`config.mk`:
```
export PLATFORM = sky130hd
export DESIGN_NAME = i2c_master_arbiter
export DESIGN_NICKNAME = d
export VERILOG_FILES = /design/src/rtl/i2c_arb_pkg.sv /design/src/rtl/i2c_master_arbiter.sv
export SDC_FILE = /design/constraint.sdc
export NUM_CORES = 1
export LEC_CHECK = 0
export CAP_MARGIN = 20
export CELL_PAD_IN_SITES_DETAIL_PLACEMENT = 1
export CELL_PAD_IN_SITES_GLOBAL_PLACEMENT = 2
export CORE_ASPECT_RATIO = 1.1
export CORE_MARGIN = 2
export CORE_UTILIZATION = 19
export DETAILED_ROUTE_END_ITERATION = 10
export GPL_ROUTABILITY_DRIVEN = 0
export PLACE_DENSITY_LB_ADDON = 0.1
export SETUP_SLACK_MARGIN = 0.4
export SYNTH_ARGS = -nofsm -noshare
export SYNTH_HDL_FRONTEND = slang
export SYNTH_SLANG_ARGS = --single-unit
export TNS_END_PERCENT = 5
```
`constraint.sdc`:
```
create_clock -name MCLK -period 2 [get_ports MCLK]
set_clock_uncertainty 0.05 [all_clocks]
set_input_delay 0.5 -clock MCLK [delete_from_list [all_inputs] [get_ports MCLK]]
set_output_delay 0.5 -clock MCLK [all_outputs]
set_load 0.005 [all_outputs]
```
`src/rtl/i2c_arb_pkg.sv`:
```
// Shared types for the two-requester I2C master arbiter.
// State encoding and requester sizing constants.
package i2c_arb_pkg;

    localparam int NUM_REQ   = 2;
    localparam int REQ_IDX_W = 1;

    typedef enum logic [1:0] {
        IDLE  = 2'd0,
        OWN   = 2'd1,
        DRAIN = 2'd2,
        GUARD = 2'd3
    } arb_state_t;

endpackage

```
`src/rtl/i2c_master_arbiter.sv`:
```
// Round-robin owner arbitration of one I2C master byte-command port.
// Optional watchdog recovery of a hung owner under I2C_ARB_WATCHDOG_EN.
module i2c_master_arbiter
    import i2c_arb_pkg::*;
#(
    parameter int GUARD_TICS   = 4,
    parameter int TIMEOUT_TICS = 2048
) (
    input  logic                 MCLK,
    input  logic                 nRST,
    input  logic                 TIC,
    input  logic [NUM_REQ-1:0]   REQ,
    output logic [NUM_REQ-1:0]   GNT,
    input  logic [NUM_REQ-1:0]   REQ_SRST,
    input  logic [NUM_REQ*8-1:0] REQ_DIN,
    input  logic [NUM_REQ-1:0]   REQ_RD,
    input  logic [NUM_REQ-1:0]   REQ_WE,
    output logic [NUM_REQ-1:0]   REQ_QUEUED,
    output logic [NUM_REQ-1:0]   REQ_NACK,
    output logic [NUM_REQ-1:0]   REQ_DATA_VALID,
    output logic [NUM_REQ-1:0]   REQ_STOP,
    output logic [7:0]           REQ_DOUT,
    output logic                 M_SRST,
    output logic [7:0]           M_DIN,
    output logic                 M_RD,
    output logic                 M_WE,
    input  logic                 M_QUEUED,
    input  logic                 M_NACK,
    input  logic                 M_DATA_VALID,
    input  logic                 M_STOP,
    input  logic [7:0]           M_DOUT,
    output logic                 ERR
);

    arb_state_t           state;
    logic [NUM_REQ-1:0]   gnt;
    logic [REQ_IDX_W-1:0] ptr;
    logic                 stop_seen;
    logic [7:0]           guard_cnt;
    logic                 owner_srst;
    logic                 wd_srst;

    logic [REQ_IDX_W-1:0] pick;
    logic [NUM_REQ-1:0]   pick_gnt;
    logic                 any_req;
    logic                 own_req;
    logic                 cmd;
    logic                 stop_nxt;
    logic                 guard_last;
    logic                 arb_now;

    assign GNT      = gnt;
    assign any_req  = |REQ;
    assign own_req  = |(REQ & gnt);
    assign pick     = (REQ == 2'b11) ? ptr : REQ[1];
    assign pick_gnt = pick ? 2'b10 : 2'b01;
    assign cmd      = M_RD | M_WE;
    assign stop_nxt = M_STOP | (stop_seen & ~cmd);

    assign guard_last = (guard_cnt == 8'(GUARD_TICS - 1));
    // The last guard TIC arbitrates directly so the bus idles exactly GUARD_TICS.
    assign arb_now = (state == IDLE) || (state == GUARD && guard_last);

    always_comb begin
        M_DIN      = '0;
        M_RD       = 1'b0;
        M_WE       = 1'b0;
        owner_srst = 1'b0;
        unique case (1'b1)
            gnt[0]: begin
                M_DIN      = REQ_DIN[7:0];
                M_RD       = REQ_RD[0];
                M_WE       = REQ_WE[0];
                owner_srst = REQ_SRST[0];
            end
            gnt[1]: begin
                M_DIN      = REQ_DIN[15:8];
                M_RD       = REQ_RD[1];
                M_WE       = REQ_WE[1];
                owner_srst = REQ_SRST[1];
            end
            default: ;
        endcase
    end

    assign M_SRST         = owner_srst | wd_srst;
    assign REQ_QUEUED     = gnt & {NUM_REQ{M_QUEUED}};
    assign REQ_NACK       = gnt & {NUM_REQ{M_NACK}};
    assign REQ_DATA_VALID = gnt & {NUM_REQ{M_DATA_VALID}};
    assign REQ_STOP       = gnt & {NUM_REQ{M_STOP}};
    assign REQ_DOUT       = M_DOUT;

`ifdef I2C_ARB_WATCHDOG_EN
    logic [15:0] wd_cnt;
    logic        err;
    logic        progress;

    assign ERR      = err;
    assign progress = M_QUEUED | M_DATA_VALID | M_STOP;
`else
    logic [15:0] unused_timeout;

    assign unused_timeout = 16'(TIMEOUT_TICS);
    assign wd_srst        = 1'b0;
    assign ERR            = 1'b0;
`endif

    always_ff @(posedge MCLK or negedge nRST) begin
        if (!nRST) begin
            state     <= IDLE;
            gnt       <= '0;
            ptr       <= '0;
            stop_seen <= 1'b0;
            guard_cnt <= '0;
`ifdef I2C_ARB_WATCHDOG_EN
            wd_cnt    <= '0;
            wd_srst   <= 1'b0;
            err       <= 1'b0;
`endif
        end else if (TIC) begin
            case (state)
                OWN: begin
                    stop_seen <= stop_nxt;
                    if (!own_req) begin
                        if (stop_nxt) begin
                            state     <= GUARD;
                            gnt       <= '0;
                            guard_cnt <= '0;
                        end else begin
                            state <= DRAIN;
                        end
                    end
                end
                DRAIN: begin
                    if (M_STOP) begin
                        state     <= GUARD;
                        gnt       <= '0;
                        guard_cnt <= '0;
                    end
                end
                GUARD: begin
                    if (guard_last) state <= IDLE;
                    else guard_cnt <= guard_cnt + 8'd1;
                end
                default: ;
            endcase
`ifdef I2C_ARB_WATCHDOG_EN
            wd_srst <= 1'b0;
            if (state == OWN || state == DRAIN) begin
                if (progress) begin
                    wd_cnt <= '0;
                end else if (wd_cnt == 16'(TIMEOUT_TICS - 1)) begin
                    wd_srst   <= 1'b1;
                    err       <= 1'b1;
                    gnt       <= '0;
                    state     <= GUARD;
                    guard_cnt <= '0;
                end else begin
                    wd_cnt <= wd_cnt + 16'd1;
                end
            end
`endif
            if (arb_now && any_req) begin
                state     <= OWN;
                gnt       <= pick_gnt;
                ptr       <= ~pick;
                stop_seen <= 1'b1;
`ifdef I2C_ARB_WATCHDOG_EN
                wd_cnt    <= '0;
                err       <= 1'b0;
`endif
            end
        end
    end

endmodule

```
==> results summary, run 1 <==
The flow ran to the end, and the final reports show no timing, DRC or antenna violations. The synthesized netlist cell count came out at 132. The final critical delay including setup and external delays came out at 1.91 ns. The number of synthesized register bits came out at 14. Walking the worst path, the cells encountered are clkdlybuf4s50_1 -> a22o_1 -> dlygate4sd2_1.

The number of DRC markers in iteration 0 came out at 35. The post-route netlist has 31.7% of its cells at a drive strength greater than 1. The area after detailed placement is 1930 um^2. Max-cap violations in this run came to 0. The top-level I/O count came out at 69. The maximum buffer depth of the clock tree came out at 2. CTS saw 14 sinks. The max-slew violation count is 0.

The count of synthesis-stage warnings from yosys is 0. For the worst setup path, the data required time is 1.45 ns. The area overhead of the layout relative to synthesis is 68.4%. The worst setup timing slack at the placement stage is -0.321 ns. The highest fanout seen on the critical path is 1. The ratio of total power to cell area is 1010 nW/um^2.

The number of gates on the worst path with buffers counted is 3. The overall routing resource usage is 11.7%. The critical path class is in -> out.

The end of the critical path is M_DIN[1]. The source of the worst register-to-register timing path is state[0]. The number of nets in the layout came out at 244. The launch instance of the worst min-delay path is ptr. The setup slack of the critical path after layout came out at 0.0870 ns.

The initial antenna violation count came out at 0. A synthesized cell averages 9.37 um^2. The core region is 6230 um^2. The number of clock buffers inserted by TritonCTS is 3. The setup-violating endpoint count in the final report came out at 0. The worst-case IR drop observed on VDD is 463 uV. At the end of the flow the core is filled with cells to 33.4%. The worst setup path is launched from an input port.

The overall die width is 80.9 um. The summed instance area of the synthesized netlist came out at 1240 um^2. After clock tree synthesis, the flow added hold-fix buffers numbering 0.

The clock insertion delay at the later pin of the skew report is 0.25 ns. The total of buffers placed on input and output ports is 51. The overall overflow remaining after global route is 0. TritonCTS built the clock tree. The worst register-to-register path has a depth of 6. After synthesis, the netlist uses 45 different library cells. The residual antenna-violating net count after detailed routing came out at 0. The maximum achievable frequency is 523 MHz. The combined buffer and inverter count along the critical path is 2. In the routed design, unresolved DRC markers number 0.

After layout, the worst path uses 95.6% of the clock period. The total area of multi-input combinational cells is 823 um^2. The detailed-route vias per instance came out at 4.61. The largest single stage delay on the critical path is 0.42 ns.

The final number of hold-violating endpoints came out at 0. The most used flip-flop cell after synthesis is sky130_fd_sc_hd__dfrtp_1. The count of fill cells added during filler insertion came out at 741. The via count is 1287.

The root buffer cell chosen for the clock tree is sky130_fd_sc_hd__clkbuf_8. The worst hold-check slack is 0.445 ns. The initial utilization of the core area, before any placement, comes to 19.8%.

The die outline area is 7170 um^2. The routed length per placed instance is 15.4 um. In this design, the largest share of critical-path delay is due to buffers and inverters.

The finished cells cover 2080 um^2. Setup repair after global routing could not meet its margin everywhere. The area taken by flip-flops and latches came out at 353 um^2. Entering global routing, the biggest net connects 20 pins. The worst hold path belongs to the class reg -> reg. The iteration count of the initial detailed-routing pass came out at 6. Counting every net in the synthesized netlist gives 176. The largest individual stage delay along the critical path comes from the cell sky130_fd_sc_hd__clkdlybuf4s50_1. After floorplanning, the core was divided into 30 placement rows.

The register-to-register setup slack came out at 0.15 ns. CTS built an H-tree with a depth of 1. The via count of the first global-routing pass is 1270. The post-DP HPWL is 3380 um. The CTS clock-pin slew for the worst setup and hold paths came out at 0.06 ns.

The first global-routing pass estimated 6530 um of wire. After detailed routing, the total wire length is 4290 um. STA classifies the critical path endpoint as an output port.

The count of inserted antenna diode cells came out at 0. The launch point of the worst path is REQ_DIN[9]. The data arrival time of the critical path came out at 1.36 ns. In this run the critical register-to-register path is captured at guard_cnt[0]. The count of flip-flops with a built-in enable after synthesis came out at 0. The share of synthesized flip-flops with an asynchronous set or reset is 100%. The total power of the final layout came out at 2.11 mW. The sequential fraction of the synthesis area came out at 28.3%. The die extent in y is 88.6 um. The leakage power of the design is 0.943 nW.
==> cell type report <==
cell class / instances / share of cell area (%)
multi-input combinational: 94 / 39.5
timing repair buffer: 77 / 34.3
sequential: 14 / 16.9
tap: 80 / 4.81
clock buffer: 4 / 2.64
inverter: 10 / 1.80
==> routing by layer <==
layer	track usage, %	wire length (um)	part of all wire, %	vias up
met5	0	0	0	-
met4	1.85	32	0.75	0
met3	2.76	233	5.4	6
met2	21.3	2290	53	31
met1	14.2	1740	41	625
li1	-	-	-	625
==> cells by family after synthesis <==
kind of cell | count (synthesis) | share of synthesized area (%)
compound gates | 51 | 35.6
fa+ha+maj | 5 | 5.06
mux | 4 | 3.34
simple gates | 33 | 16.0
flops | 14 | 28.3
other cells | 1 | 0.303
buf+inv | 24 | 11.3
==> worst min path at each step <==
stage | endpoint | depth (start not counted)
finish | ptr | 1
global route | ptr | 1
CTS | ptr | 1
detailed placement | ptr | 1
global placement | ptr | 1
floorplan | GNT[0] | 0
==> cell usage after synthesis (2+ instances only) <==
library cell	instances	area (um^2)
sky130_fd_sc_hd__nand2_1	5	18.8
sky130_fd_sc_hd__ha_1	5	62.6
sky130_fd_sc_hd__mux2i_1	3	30.0
sky130_fd_sc_hd__a21bo_2	2	20.0
sky130_fd_sc_hd__and2_1	9	56.3
sky130_fd_sc_hd__buf_6	2	22.5
sky130_fd_sc_hd__a21oi_1	3	15.0
sky130_fd_sc_hd__dfrtp_1	14	350
sky130_fd_sc_hd__o21ai_0	8	40.0
sky130_fd_sc_hd__o21ai_2	2	17.5
sky130_fd_sc_hd__a22o_1	11	96.3
sky130_fd_sc_hd__nor2_1	4	15.0
sky130_fd_sc_hd__buf_4	9	67.6
sky130_fd_sc_hd__o41ai_1	5	43.8
sky130_fd_sc_hd__a31o_2	2	17.5
sky130_fd_sc_hd__o31ai_1	3	22.5
sky130_fd_sc_hd__nand3_1	5	25.0
sky130_fd_sc_hd__a31oi_1	3	18.8
sky130_fd_sc_hd__clkbuf_1	2	7.51
sky130_fd_sc_hd__inv_1	10	37.5
==> state kept, by name, summed over array words and instances (netlist names) <==
| name | cells |
|---|---|
| GNT | 2 |
| guard_cnt | 8 |
| ptr | 1 |
| state | 2 |
| stop_seen | 1 |
==> layout by cell type (no fill, tap or decap), drive strengths merged, types with 2 or more instances in the layout <==
cell,synthesis,routed
nand3,5,5
dfrtp,14,14
ha,5,5
a31oi,3,3
a31o,2,2
and2,9,9
o31ai,3,3
nor2,4,4
nor3,2,2
mux2i,3,3
a22o,11,11
inv,10,10
clkbuf,2,6
a21oi,3,3
o41ai,6,6
clkdlybuf4s50,0,23
a21bo,2,2
buf,12,26
dlygate4sd2,0,16
clkdlybuf4s15,0,8
dlymetal6s2s,0,2
o21ai,10,10
nand2,5,5
==> worst register-to-register path, cell delays in order, from the launching register on <==
cell and delay, ns:
sky130_fd_sc_hd__dfrtp_2 0.45, sky130_fd_sc_hd__ha_2 0.22, sky130_fd_sc_hd__inv_2 0.09, sky130_fd_sc_hd__o221ai_4 0.12, sky130_fd_sc_hd__or4b_4 0.59, sky130_fd_sc_hd__buf_6 0.15
sky130_fd_sc_hd__mux2i_1 0.11
==> power by group <==
part	switching, mW	internal, mW
sequential	0.0869	0.365
combinational	0.645	0.728
clock	0.110	0.175
total	0.841	1.27
==> repair_timing <==
action,in CTS,in global routing
buffers inserted,5,3
resized for setup,36,21
pin swaps,10,4
setup endpoints to repair,35,35
==> through the flow <==
stage / setup TNS [ns] / instances
6_report: 0 / 279
4_1_cts: 0 / 276
2_1_floorplan: 0 / 132
3_5_place_dp: -5.03 / 267
5_1_grt: 0 / 279
3_3_place_gp: -4.99 / 267
No activity file was read; power rests on OpenSTA's default activity.
==> run 2: changes to the inputs <==
--- a/config.mk
+++ b/config.mk
@@ -12,7 +12,7 @@
 export CORE_MARGIN = 2
 export CORE_UTILIZATION = 19
 export DETAILED_ROUTE_END_ITERATION = 10
-export GPL_ROUTABILITY_DRIVEN = 0
+export GPL_ROUTABILITY_DRIVEN = 1
 export PLACE_DENSITY_LB_ADDON = 0.1
 export SETUP_SLACK_MARGIN = 0.4
 export SYNTH_ARGS = -nofsm -noshare
==> results of run 2 <==
No change in the layout: final DEF, timing and power equal those of run 1.
